[src/rtl/pipeline_run_ctrl_if.sv]
// Host/core-facing signal bundle of the run/halt controller.
interface pipeline_run_ctrl_if #(
    parameter int unsigned PC_WIDTH    = 32,
    parameter int unsigned CYCLE_WIDTH = 16,
    parameter int unsigned NUM_BP      = 2
) ();
    localparam int unsigned BP_IDX_W = (NUM_BP > 1) ? $clog2(NUM_BP) : 1;

    logic                         start;
    logic [1:0]                   mode;
    logic                         step;
    logic                         abort;
    logic                         core_halt;
    logic [PC_WIDTH-1:0]          pc;
    logic [NUM_BP*PC_WIDTH-1:0]   bp_addr;
    logic [NUM_BP-1:0]            bp_en;
    logic                         run;
    logic                         busy;
    logic                         done;
    logic [2:0]                   halt_reason;
    logic [BP_IDX_W-1:0]          bp_hit_idx;
    logic [CYCLE_WIDTH-1:0]       cycle_count;

    // Host / bench side.
    modport master (
        output start, mode, step, abort, core_halt, pc, bp_addr, bp_en,
        input  run, busy, done, halt_reason, bp_hit_idx, cycle_count
    );

    // Controller side.
    modport slave (
        input  start, mode, step, abort, core_halt, pc, bp_addr, bp_en,
        output run, busy, done, halt_reason, bp_hit_idx, cycle_count
    );
endinterface

[src/rtl/pipeline_run_ctrl.sv]
// Run/halt controller for the pipelined core: free-run with cycle limit,
// single-step and run-to-breakpoint, reporting why and when it stopped.
module pipeline_run_ctrl #(
    parameter int unsigned PC_WIDTH    = 32,
    parameter int unsigned CYCLE_WIDTH = 16,
    parameter int unsigned NUM_BP      = 2,
    parameter int unsigned MAX_CYCLES  = 50,
    parameter int unsigned START_DELAY = 1
) (
    input  logic               clk,
    input  logic               rst,
    pipeline_run_ctrl_if.slave bus
);
    localparam int unsigned BP_IDX_W = (NUM_BP > 1) ? $clog2(NUM_BP) : 1;
    localparam int unsigned DLY_W    = (START_DELAY > 1) ? $clog2(START_DELAY + 1) : 1;
    localparam bit          LIMIT_EN = (MAX_CYCLES != 0);
    localparam logic [CYCLE_WIDTH-1:0] LIMIT_M1 =
        LIMIT_EN ? CYCLE_WIDTH'(MAX_CYCLES - 1) : '0;

    localparam logic [1:0] MODE_STEP = 2'd1;
    localparam logic [1:0] MODE_BP   = 2'd2;

    localparam logic [2:0] R_NONE  = 3'd0;
    localparam logic [2:0] R_HALT  = 3'd1;
    localparam logic [2:0] R_BP    = 3'd2;
    localparam logic [2:0] R_LIMIT = 3'd3;
    localparam logic [2:0] R_ABORT = 3'd4;

    typedef enum logic [2:0] {
        S_IDLE,
        S_DELAY,
        S_RUN,
        S_STEP_WAIT,
        S_STEP_RUN,
        S_DONE
    } state_e;

    state_e                 state_q, state_d;
    logic [1:0]             mode_q, mode_d;
    logic [DLY_W-1:0]       dly_q, dly_d;
    logic                   run_q, run_d;
    logic                   busy_q, busy_d;
    logic                   done_q, done_d;
    logic [2:0]             halt_reason_q, halt_reason_d;
    logic [BP_IDX_W-1:0]    bp_hit_idx_q, bp_hit_idx_d;
    logic [CYCLE_WIDTH-1:0] cycle_count_q, cycle_count_d;

    logic                   bp_hit_c;
    logic [BP_IDX_W-1:0]    bp_idx_c;
    logic                   stop_c;
    logic [2:0]             stop_reason_c;

    // Breakpoint compare on the live PC; scanning downward leaves the lowest index.
    always_comb begin
        bp_hit_c = 1'b0;
        bp_idx_c = '0;
        for (int i = int'(NUM_BP) - 1; i >= 0; i--) begin
            if (bus.bp_en[i] && (bus.pc == bus.bp_addr[i*PC_WIDTH +: PC_WIDTH])) begin
                bp_hit_c = 1'b1;
                bp_idx_c = BP_IDX_W'(i);
            end
        end
    end

    // Prioritised stop condition, meaningful only in cycles with run high.
    always_comb begin
        stop_c        = 1'b0;
        stop_reason_c = R_NONE;
        if (bus.abort) begin
            stop_c        = 1'b1;
            stop_reason_c = R_ABORT;
        end else if (bus.core_halt) begin
            stop_c        = 1'b1;
            stop_reason_c = R_HALT;
        end else if ((mode_q == MODE_BP) && bp_hit_c) begin
            stop_c        = 1'b1;
            stop_reason_c = R_BP;
        end else if (LIMIT_EN && (cycle_count_q == LIMIT_M1)) begin
            stop_c        = 1'b1;
            stop_reason_c = R_LIMIT;
        end
    end

    // Next-state and registered-output computation.
    always_comb begin
        state_d       = state_q;
        mode_d        = mode_q;
        dly_d         = dly_q;
        halt_reason_d = halt_reason_q;
        bp_hit_idx_d  = bp_hit_idx_q;
        cycle_count_d = cycle_count_q;
        if (run_q && (cycle_count_q != '1)) begin
            cycle_count_d = cycle_count_q + CYCLE_WIDTH'(1);
        end

        case (state_q)
            S_IDLE, S_DONE: begin
                if (bus.start) begin
                    mode_d        = bus.mode;
                    cycle_count_d = '0;
                    halt_reason_d = R_NONE;
                    bp_hit_idx_d  = '0;
                    if (START_DELAY == 0) begin
                        state_d = (bus.mode == MODE_STEP) ? S_STEP_WAIT : S_RUN;
                    end else begin
                        state_d = S_DELAY;
                        dly_d   = DLY_W'(START_DELAY);
                    end
                end
            end
            S_DELAY: begin
                if (bus.abort) begin
                    state_d       = S_DONE;
                    halt_reason_d = R_ABORT;
                end else if (dly_q <= DLY_W'(1)) begin
                    state_d = (mode_q == MODE_STEP) ? S_STEP_WAIT : S_RUN;
                end else begin
                    dly_d = dly_q - DLY_W'(1);
                end
            end
            S_RUN, S_STEP_RUN: begin
                if (stop_c) begin
                    state_d       = S_DONE;
                    halt_reason_d = stop_reason_c;
                    if (stop_reason_c == R_BP) begin
                        bp_hit_idx_d = bp_idx_c;
                    end
                end else if (state_q == S_STEP_RUN) begin
                    state_d = S_STEP_WAIT;
                end
            end
            S_STEP_WAIT: begin
                if (bus.abort) begin
                    state_d       = S_DONE;
                    halt_reason_d = R_ABORT;
                end else if (bus.core_halt) begin
                    state_d       = S_DONE;
                    halt_reason_d = R_HALT;
                end else if (bus.step) begin
                    state_d = S_STEP_RUN;
                end
            end
            default: begin
                state_d = S_IDLE;
            end
        endcase

        run_d  = (state_d == S_RUN) || (state_d == S_STEP_RUN);
        busy_d = (state_d != S_IDLE) && (state_d != S_DONE);
        done_d = (state_d == S_DONE);
    end

    // State and output registers with synchronous reset.
    always_ff @(posedge clk) begin
        if (rst) begin
            state_q       <= S_IDLE;
            mode_q        <= 2'd0;
            dly_q         <= '0;
            run_q         <= 1'b0;
            busy_q        <= 1'b0;
            done_q        <= 1'b0;
            halt_reason_q <= R_NONE;
            bp_hit_idx_q  <= '0;
            cycle_count_q <= '0;
        end else begin
            state_q       <= state_d;
            mode_q        <= mode_d;
            dly_q         <= dly_d;
            run_q         <= run_d;
            busy_q        <= busy_d;
            done_q        <= done_d;
            halt_reason_q <= halt_reason_d;
            bp_hit_idx_q  <= bp_hit_idx_d;
            cycle_count_q <= cycle_count_d;
        end
    end

    assign bus.run         = run_q;
    assign bus.busy        = busy_q;
    assign bus.done        = done_q;
    assign bus.halt_reason = halt_reason_q;
    assign bus.bp_hit_idx  = bp_hit_idx_q;
    assign bus.cycle_count = cycle_count_q;
endmodule

[src/flat_wrapper.sv]
// flat-port wrapper written by rule: the top's interface ports become plain ports
module pipeline_run_ctrl_flat 
#(
    parameter int unsigned PC_WIDTH    = 32,
    parameter int unsigned CYCLE_WIDTH = 16,
    parameter int unsigned NUM_BP      = 2,
    parameter int unsigned MAX_CYCLES  = 50,
    parameter int unsigned START_DELAY = 1
)
  (clk, rst, bus_start, bus_mode, bus_step, bus_abort, bus_core_halt, bus_pc, bus_bp_addr, bus_bp_en, bus_run, bus_busy, bus_done, bus_halt_reason, bus_bp_hit_idx, bus_cycle_count);
  pipeline_run_ctrl_if #(.PC_WIDTH(PC_WIDTH), .CYCLE_WIDTH(CYCLE_WIDTH), .NUM_BP(NUM_BP)) bus_i ();
  input  logic clk;
  input  logic rst;
  input wire logic [$bits(bus_i.start)-1:0] bus_start;
  input wire logic [$bits(bus_i.mode)-1:0] bus_mode;
  input wire logic [$bits(bus_i.step)-1:0] bus_step;
  input wire logic [$bits(bus_i.abort)-1:0] bus_abort;
  input wire logic [$bits(bus_i.core_halt)-1:0] bus_core_halt;
  input wire logic [$bits(bus_i.pc)-1:0] bus_pc;
  input wire logic [$bits(bus_i.bp_addr)-1:0] bus_bp_addr;
  input wire logic [$bits(bus_i.bp_en)-1:0] bus_bp_en;
  output wire logic [$bits(bus_i.run)-1:0] bus_run;
  output wire logic [$bits(bus_i.busy)-1:0] bus_busy;
  output wire logic [$bits(bus_i.done)-1:0] bus_done;
  output wire logic [$bits(bus_i.halt_reason)-1:0] bus_halt_reason;
  output wire logic [$bits(bus_i.bp_hit_idx)-1:0] bus_bp_hit_idx;
  output wire logic [$bits(bus_i.cycle_count)-1:0] bus_cycle_count;
  assign bus_i.start = bus_start;
  assign bus_i.mode = bus_mode;
  assign bus_i.step = bus_step;
  assign bus_i.abort = bus_abort;
  assign bus_i.core_halt = bus_core_halt;
  assign bus_i.pc = bus_pc;
  assign bus_i.bp_addr = bus_bp_addr;
  assign bus_i.bp_en = bus_bp_en;
  assign bus_run = bus_i.run;
  assign bus_busy = bus_i.busy;
  assign bus_done = bus_i.done;
  assign bus_halt_reason = bus_i.halt_reason;
  assign bus_bp_hit_idx = bus_i.bp_hit_idx;
  assign bus_cycle_count = bus_i.cycle_count;
  pipeline_run_ctrl #(.PC_WIDTH(PC_WIDTH), .CYCLE_WIDTH(CYCLE_WIDTH), .NUM_BP(NUM_BP), .MAX_CYCLES(MAX_CYCLES), .START_DELAY(START_DELAY)) u_core (.clk(clk), .rst(rst), .bus(bus_i));
endmodule
[config.mk]
export PLATFORM = sky130hd
export DESIGN_NAME = pipeline_run_ctrl_flat
export DESIGN_NICKNAME = d
export VERILOG_FILES = /design/src/rtl/pipeline_run_ctrl_if.sv /design/src/rtl/pipeline_run_ctrl.sv /design/src/flat_wrapper.sv
export SDC_FILE = /design/constraint.sdc
export NUM_CORES = 1
export LEC_CHECK = 0
export ABC_AREA = 1
export BUFFER_PORTS_ARGS = -buffer_cell sky130_fd_sc_hd__buf_2
export CAP_MARGIN = 15
export CORE_MARGIN = 1
export CORE_UTILIZATION = 46
export CTS_BUF_LIST = sky130_fd_sc_hd__clkbuf_4 sky130_fd_sc_hd__clkbuf_8
export DETAILED_ROUTE_END_ITERATION = 12
export PLACE_DENSITY = 0.88
export SLEW_MARGIN = 15
export SYNTH_ARGS = -nofsm -noshare
export SYNTH_HDL_FRONTEND = slang
export SYNTH_SLANG_ARGS = --single-unit
[constraint.sdc]
create_clock -name clk -period 1.8 [get_ports clk]
set_clock_uncertainty 0.1 [all_clocks]
set_input_delay 0.09 -clock clk [delete_from_list [all_inputs] [get_ports clk]]
set_output_delay 0.09 -clock clk [all_outputs]
set_load 0.005 [all_outputs]
* Yosys cells after proc, flatten, opt, wreduce, memory -nomap -nowiden
Index checks and enable logic that the tools add are counted.
Operators by class: $add $sub $neg 2, muxes and demuxes 38, order comparisons 1, divide/modulo/power cells 0, bitwise operators 0, reductions and logical operators 17, shift operators 0, multipliers 0, equality and inequality tests 23
Operator list (number):
- $eq 32x32->1 | 2
- $mux 16 | 3
- $mux 3 | 16
- $pmux 3 s4 | 2
- $add 16x1->16 const B | 1
- $eq 16x6->1 const B | 1
- $ne 16x16->1 const B | 1
- $mux 1 | 14
- $eq 3x2->1 const B | 4
- $eq 3x3->1 const B | 4
- $ne 2x2->1 const B | 4
- $reduce_and 4->1 | 2
- $ne 3x3->1 const B | 2
- $logic_and 1x1->1 | 5
- $reduce_and 5->1 | 1
- $ne 2x1->1 const B | 2
- $pmux 1 s2 | 2
- $reduce_bool 2->1 | 2
- $reduce_bool 4->1 | 1
- $reduce_or 2->1 | 2
- $eq 3x1->1 const B | 1
- $logic_not 3->1 | 1
- $reduce_bool 3->1 | 1
- $eq 2x1->1 const B | 1
- other kinds (6) | 6
Storage, ports and cells: bits in latches 0, memories 0, register bits after elaboration 29, input bits 106, bits in writable memories 0, memory bits (read-only) 0

* Logic depth before layout (Yosys ltp)
depth after elaboration 12, mapped depth 18, mapped depth without buffers 18

* Worst setup path before layout
Ideal clock, no wire load.
kind reg-to-reg, start register u_core.cycle_count_q[0] (netlist: u_core.bus.cycle_count[0]), end register u_core.cycle_count_q[15] (netlist: u_core.bus.cycle_count[15]), setup time 117 ps, arrival 1544 ps, path slack 39 ps, clock period less this slack 1761 ps, stages on the path, launching flop included 14, path through dfxtp_1 ha_1 nand3_2 nor3_2 nand3_2 nand2_4 inv_6 nand3_4 nor3_2 nand2_2 nor2_2 nand2_1 xor2_1 nor2_1
Between the ends: cells in the longest elaborated chain, start to end 5, elaborated cells between the ends (all ways) 6
RTL lines:
- start: declaration | RTL line pipeline_run_ctrl.sv:46 | logic [CYCLE_WIDTH-1:0] cycle_count_q, cycle_count_d;
- start signal: assignment | RTL line pipeline_run_ctrl.sv:174 | cycle_count_q <= cycle_count_d;
- parallel branches: the longest is 2 deep, another holds $add 16x1->16
- $mux 16 (*) | RTL line pipeline_run_ctrl.sv:92 | if (run_q && (cycle_count_q != '1)) begin
- $mux 16 | RTL line pipeline_run_ctrl.sv:98 | if (bus.start) begin
- $mux 16 (*) | RTL line pipeline_run_ctrl.sv:96 | case (state_q)
Mark *: on every way between the ends. A chain may end at the register's enable or synchronous reset.

* Final worst setup path
Ends and elaborated chain as after synthesis.

==> reports/metrics.json <==
{
  "run_status": {"value": "finished with violations"},
  "violations": {"value": "DRC"},
  "post_drt_via_cell_ratio": {"value": 5.090},
  "wire_length_per_cell_after_detailed_routing": {"value": 13.15, "unit": "um"},
  "power_per_cell_area": {"value": 648.6, "unit": "nW/um2"},
  "min_period": {"value": 1.798, "unit": "ns"},
  "initialDrtViolationCount": {"value": 316},
  "p_leak": {"value": 2.424, "unit": "nW"},
  "synth-edff-count": {"value": 0},
  "place.gp.congestion": {"value": 0.9790},
  "boundaryPins": {"value": 129},
  "critical_path.max_stage_delay": {"value": 0.38, "unit": "ns"},
  "critPathLaunchType": {"value": "register"},
  "ff_latch_area": {"value": 578.1, "unit": "um2"},
  "clk_transition_reported_paths": {"value": 0.10, "unit": "ns"},
  "grt_setup_unrepaired": {"value": "yes"},
  "power_switching_share": {"value": 42.24, "unit": "%"},
  "post-dp-hpwl": {"value": 9.234, "unit": "mm"},
  "worst_ir_drop_vdd": {"value": 489.1, "unit": "uV"},
  "clock_tree_from_tritoncts": {"value": "done"},
  "synthesis.nets": {"value": 714},
  "ys_warn_count": {"value": 0},
  "critical_path_required": {"value": 1.88, "unit": "ns"},
  "fin_worst_hold_slack": {"value": 0.007463, "unit": "ns"},
  "wl_met3": {"value": 865, "unit": "um"},
  "mostFrequentLayoutCells": {"value": "210 x sky130_fd_sc_hd__nand2_1, 128 x sky130_fd_sc_hd__buf_2, 92 x sky130_fd_sc_hd__inv_1"},
  "detailed_route_drc_error_count": {"value": 1},
  "finalWirelength": {"value": 11.22, "unit": "mm"},
  "synthFlopType": {"value": "sky130_fd_sc_hd__dfxtp_1"},
  "htreeDepth": {"value": 1},
  "grt_overflow": {"value": 0},
  "number_of_clock_sinks": {"value": 28},
  "num_vias": {"value": 4342},
  "worst_path_dominant_cell_family": {"value": "simple AND/OR/NAND/NOR gates"},
  "netlist_top_cells_area": {"value": "sky130_fd_sc_hd__nand2_1 24%, sky130_fd_sc_hd__dfxtp_1 17%, sky130_fd_sc_hd__inv_1 11%"},
  "numPortBuffers": {"value": 128},
  "worstSkewPairLatency": {"value": 0.28, "unit": "ns"},
  "floorplan.die.width": {"value": 85.90, "unit": "um"},
  "coreArea": {"value": 6794, "unit": "um2"},
  "design_area": {"value": 4290, "unit": "um2"},
  "critical_path_buf_inv_count": {"value": 1},
  "initial_utilization": {"value": 47.66, "unit": "%"},
  "synth_top_cell_by_area": {"value": "sky130_fd_sc_hd__nand2_1"},
  "report.final.setup_viol": {"value": 0},
  "end_kind": {"value": "register"},
  "pwr-share-seq": {"value": 29.5, "unit": "%"},
  "grt_pass1_wl": {"value": 17.36, "unit": "mm"},
  "syn_avg_cell_area": {"value": 5.343, "unit": "um2"},
  "post_synth_num_cell_types": {"value": 38},
  "portion_of_total_power_attributed_to_combinational_logic": {"value": 52.2, "unit": "%"},
  "timing.critical_path.slowest_stage_cell": {"value": "sky130_fd_sc_hd__dfxtp_4"},
  "final_cell_count_no_fill": {"value": 853},
  "critical_path_class": {"value": "register to register"},
  "flow.area_growth_from_synthesis": {"value": 32.50, "unit": "%"},
  "synth_cells": {"value": 606},
  "detailroute.wirelength.met2": {"value": 5.346, "unit": "mm"},
  "worst_hold_path.num_cells": {"value": 3},
  "grt_antenna_before_repair": {"value": 0},
  "path_depth": {"value": 13},
  "yosys_register_bits": {"value": 28},
  "max_slew.worst_pin.slew": {"value": 0.3955, "unit": "ns"},
  "max_cap_viol_count": {"value": 0},
  "worst_hold_path_type": {"value": "input pin to register"},
  "groute.usage.overall": {"value": 29.59, "unit": "%"},
  "cells_along_the_critical_path": {"value": "ha_4, nand3_2, nor3_2, nand3_2, nand2_4, inv_6, nand3_4, nor3_4, nand2_2, nor2_2, nand2_1, xor2_1, nor2_1"},
  "layout.filler_cells": {"value": 605},
  "antenna-diode-count": {"value": 0},
  "switching_power": {"value": 1.176, "unit": "mW"},
  "grt_max_degree": {"value": 17},
  "worstRegToRegCells": {"value": 13},
  "multi_input_gate_area": {"value": 2255, "unit": "um2"},
  "max_freq": {"value": 556.1, "unit": "MHz"},
  "cts_max_path_buffers": {"value": 2},
  "leading_cell_type_in_the_layout_fill_and_taps_excluded": {"value": "sky130_fd_sc_hd__nand2_1"},
  "drt.antenna.violating_nets": {"value": 0},
  "synth_async_sr_flop_share": {"value": 0, "unit": "%"},
  "num_rows": {"value": 30},
  "post_route_cells_drive_above_1_share": {"value": 29.46, "unit": "%"},
  "slew_headroom": {"value": 73.43, "unit": "%"},
  "internal_pwr_total": {"value": 1.607, "unit": "mW"},
  "placed_area": {"value": 4106, "unit": "um2"},
  "detail_route.wirelength.met1": {"value": 4.557, "unit": "mm"},
  "dieHeight": {"value": 85.90, "unit": "um"},
  "synth_seq_area_share": {"value": 17.31, "unit": "%"},
  "dp.cells": {"value": 844},
  "clock-root-buffer": {"value": "sky130_fd_sc_hd__clkbuf_8"},
  "clock_power_share": {"value": 18.4, "unit": "%"},
  "cp_data_arrival_time": {"value": 1.88, "unit": "ns"},
  "tritoncts.num_buffers": {"value": 3},
  "timing.final.max_slew_violations": {"value": 0},
  "crit_top_cell": {"value": "sky130_fd_sc_hd__nand3_2"},
  "netlist_area": {"value": 3238, "unit": "um2"},
  "critical_path_peak_fanout": {"value": 5},
  "dieArea": {"value": 7379, "unit": "um2"},
  "number_of_global_route_vias_before_repair": {"value": 3971},
  "yosysTopAreaCellShare": {"value": 24.34, "unit": "%"},
  "finalHoldViolCount": {"value": 0},
  "dr.max_layer_used": {"value": "met4"},
  "net_count_final": {"value": 866},
  "detail_route.first_pass.iterations": {"value": 11},
  "final_min_period_over_clock_period": {"value": 99.91, "unit": "%"}
}
[per-stage QoR]
| step | total power [mW] | worst slack (ns) | TNS (ns) | utilization (%) |
|---|---|---|---|---|
| CTS | 2.688 | 0.02119 | 0 | 62.23 |
| global route | 2.967 | -0.08469 | -0.3456 | 63.15 |
| detailed placement | 2.171 | -0.04998 | -0.06565 | 60.44 |
| global placement | 2.138 | 0.04262 | 0 | 60.44 |
| finish | 2.783 | 0.001599 | 0 | 63.15 |
| floorplan | 1.699 | 0.03877 | 0 | - |
[per-layer routing]
layer | vias to the layer above | global-route usage, %
met4 | 0 | 12.42
met3 | 43 | 3.465
met1 | 1899 | 35.09
li1 | 2156 | -
met2 | 244 | 53.61
met5 | - | 0
[power groups by stage]
| stage | combinational [mW] | clock, mW | sequential, mW |
|---|---|---|---|
| final | 1.45 | 0.512 | 0.820 |
| after global routing | 1.60 | 0.533 | 0.830 |
| after CTS | 1.37 | 0.507 | 0.811 |
| after detailed placement | 1.35 | 0 | 0.818 |
| after global placement | 1.32 | 0 | 0.816 |
| after floorplan | 0.881 | 0 | 0.818 |
[synthesized netlist by cell type, types with 2 or more instances]
library cell               instances
sky130_fd_sc_hd__o21ai_1           7
sky130_fd_sc_hd__a21oi_2           2
sky130_fd_sc_hd__nor2_4            2
sky130_fd_sc_hd__nor2_1           89
sky130_fd_sc_hd__ha_1              2
sky130_fd_sc_hd__nand4_1          18
sky130_fd_sc_hd__o21ai_0           9
sky130_fd_sc_hd__inv_2            25
sky130_fd_sc_hd__nand3_2           4
sky130_fd_sc_hd__xor2_1            7
sky130_fd_sc_hd__clkinv_1          3
sky130_fd_sc_hd__nor2_2            3
sky130_fd_sc_hd__inv_1            95
sky130_fd_sc_hd__nand2_4           2
sky130_fd_sc_hd__a31oi_1           2
sky130_fd_sc_hd__nor3_2            5
sky130_fd_sc_hd__nand3_1          23
sky130_fd_sc_hd__nand2_1         210
sky130_fd_sc_hd__and2_1            3
sky130_fd_sc_hd__xnor2_1          19
sky130_fd_sc_hd__nor3_1           14
sky130_fd_sc_hd__nor3b_1           3
sky130_fd_sc_hd__a211oi_1          2
sky130_fd_sc_hd__a21oi_1          11
sky130_fd_sc_hd__dfxtp_1          28
sky130_fd_sc_hd__nand2_2           6
[final cells by class]
cell class	count	area share (%)
timing repair buffer	148	18.55
clock buffer	3	0.9624
clock inverter	1	0.6999
sequential	28	13.47
multi-input combinational	453	52.55
inverter	124	10.97
tap	96	2.800
[sequential cells by signal, summed over array words and instances (netlist names)]
name	cells
u_core.bus.run	1
u_core.state_q	3
u_core.bus.done	1
u_core.mode_q	2
u_core.bus.cycle_count	16
u_core.bus.bp_hit_idx	1
u_core.bus.busy	1
u_core.bus.halt_reason	3
[logic make-up after synthesis]
| logic type | count (synthesis) | share of synthesized area (%) |
|---|---|---|
| buf+inv | 125 | 14.68 |
| fa+ha+maj | 2 | 0.7727 |
| compound gates | 37 | 7.264 |
| xor+xnor | 26 | 7.033 |
| simple gates | 388 | 52.94 |
| flops | 28 | 17.31 |
[worst paths after layout]
kind	from	to	slack [ns]
worst max-delay path	u_core.bus.cycle_count[0]$_SDFF_PP0_	u_core.bus.cycle_count[15]$_SDFF_PP0_	0.002
worst min-delay path	bus_mode[1]	u_core.mode_q[1]$_SDFFE_PP0P_	0.007
worst min register to register	u_core.mode_q[1]$_SDFFE_PP0P_	u_core.mode_q[1]$_SDFFE_PP0P_	0.39
worst max register to register	u_core.bus.cycle_count[0]$_SDFF_PP0_	u_core.bus.cycle_count[15]$_SDFF_PP0_	0.002
[repair_timing]
action                                 4_1_cts  5_1_grt
hold buffers                                 2        0
setup endpoints to repair                    3       12
pin swaps                                    0        4
endpoints found under the hold margin        5        0
buffers inserted                             0        3
resized for setup                            6       18
[worst reg2reg max path, stage by stage, from the launching register on]
cell	delay, ns
sky130_fd_sc_hd__dfxtp_4	0.38
sky130_fd_sc_hd__ha_4	0.17
sky130_fd_sc_hd__nand3_2	0.09
sky130_fd_sc_hd__nor3_2	0.04
sky130_fd_sc_hd__nand3_2	0.08
sky130_fd_sc_hd__nand2_4	0.09
sky130_fd_sc_hd__inv_6	0.07
sky130_fd_sc_hd__nand3_4	0.07
sky130_fd_sc_hd__nor3_4	0.16
sky130_fd_sc_hd__nand2_2	0.10
sky130_fd_sc_hd__nor2_2	0.11
sky130_fd_sc_hd__nand2_1	0.08
sky130_fd_sc_hd__xor2_1	0.13
sky130_fd_sc_hd__nor2_1	0.05
No activity file was read; power rests on OpenSTA's default activity.
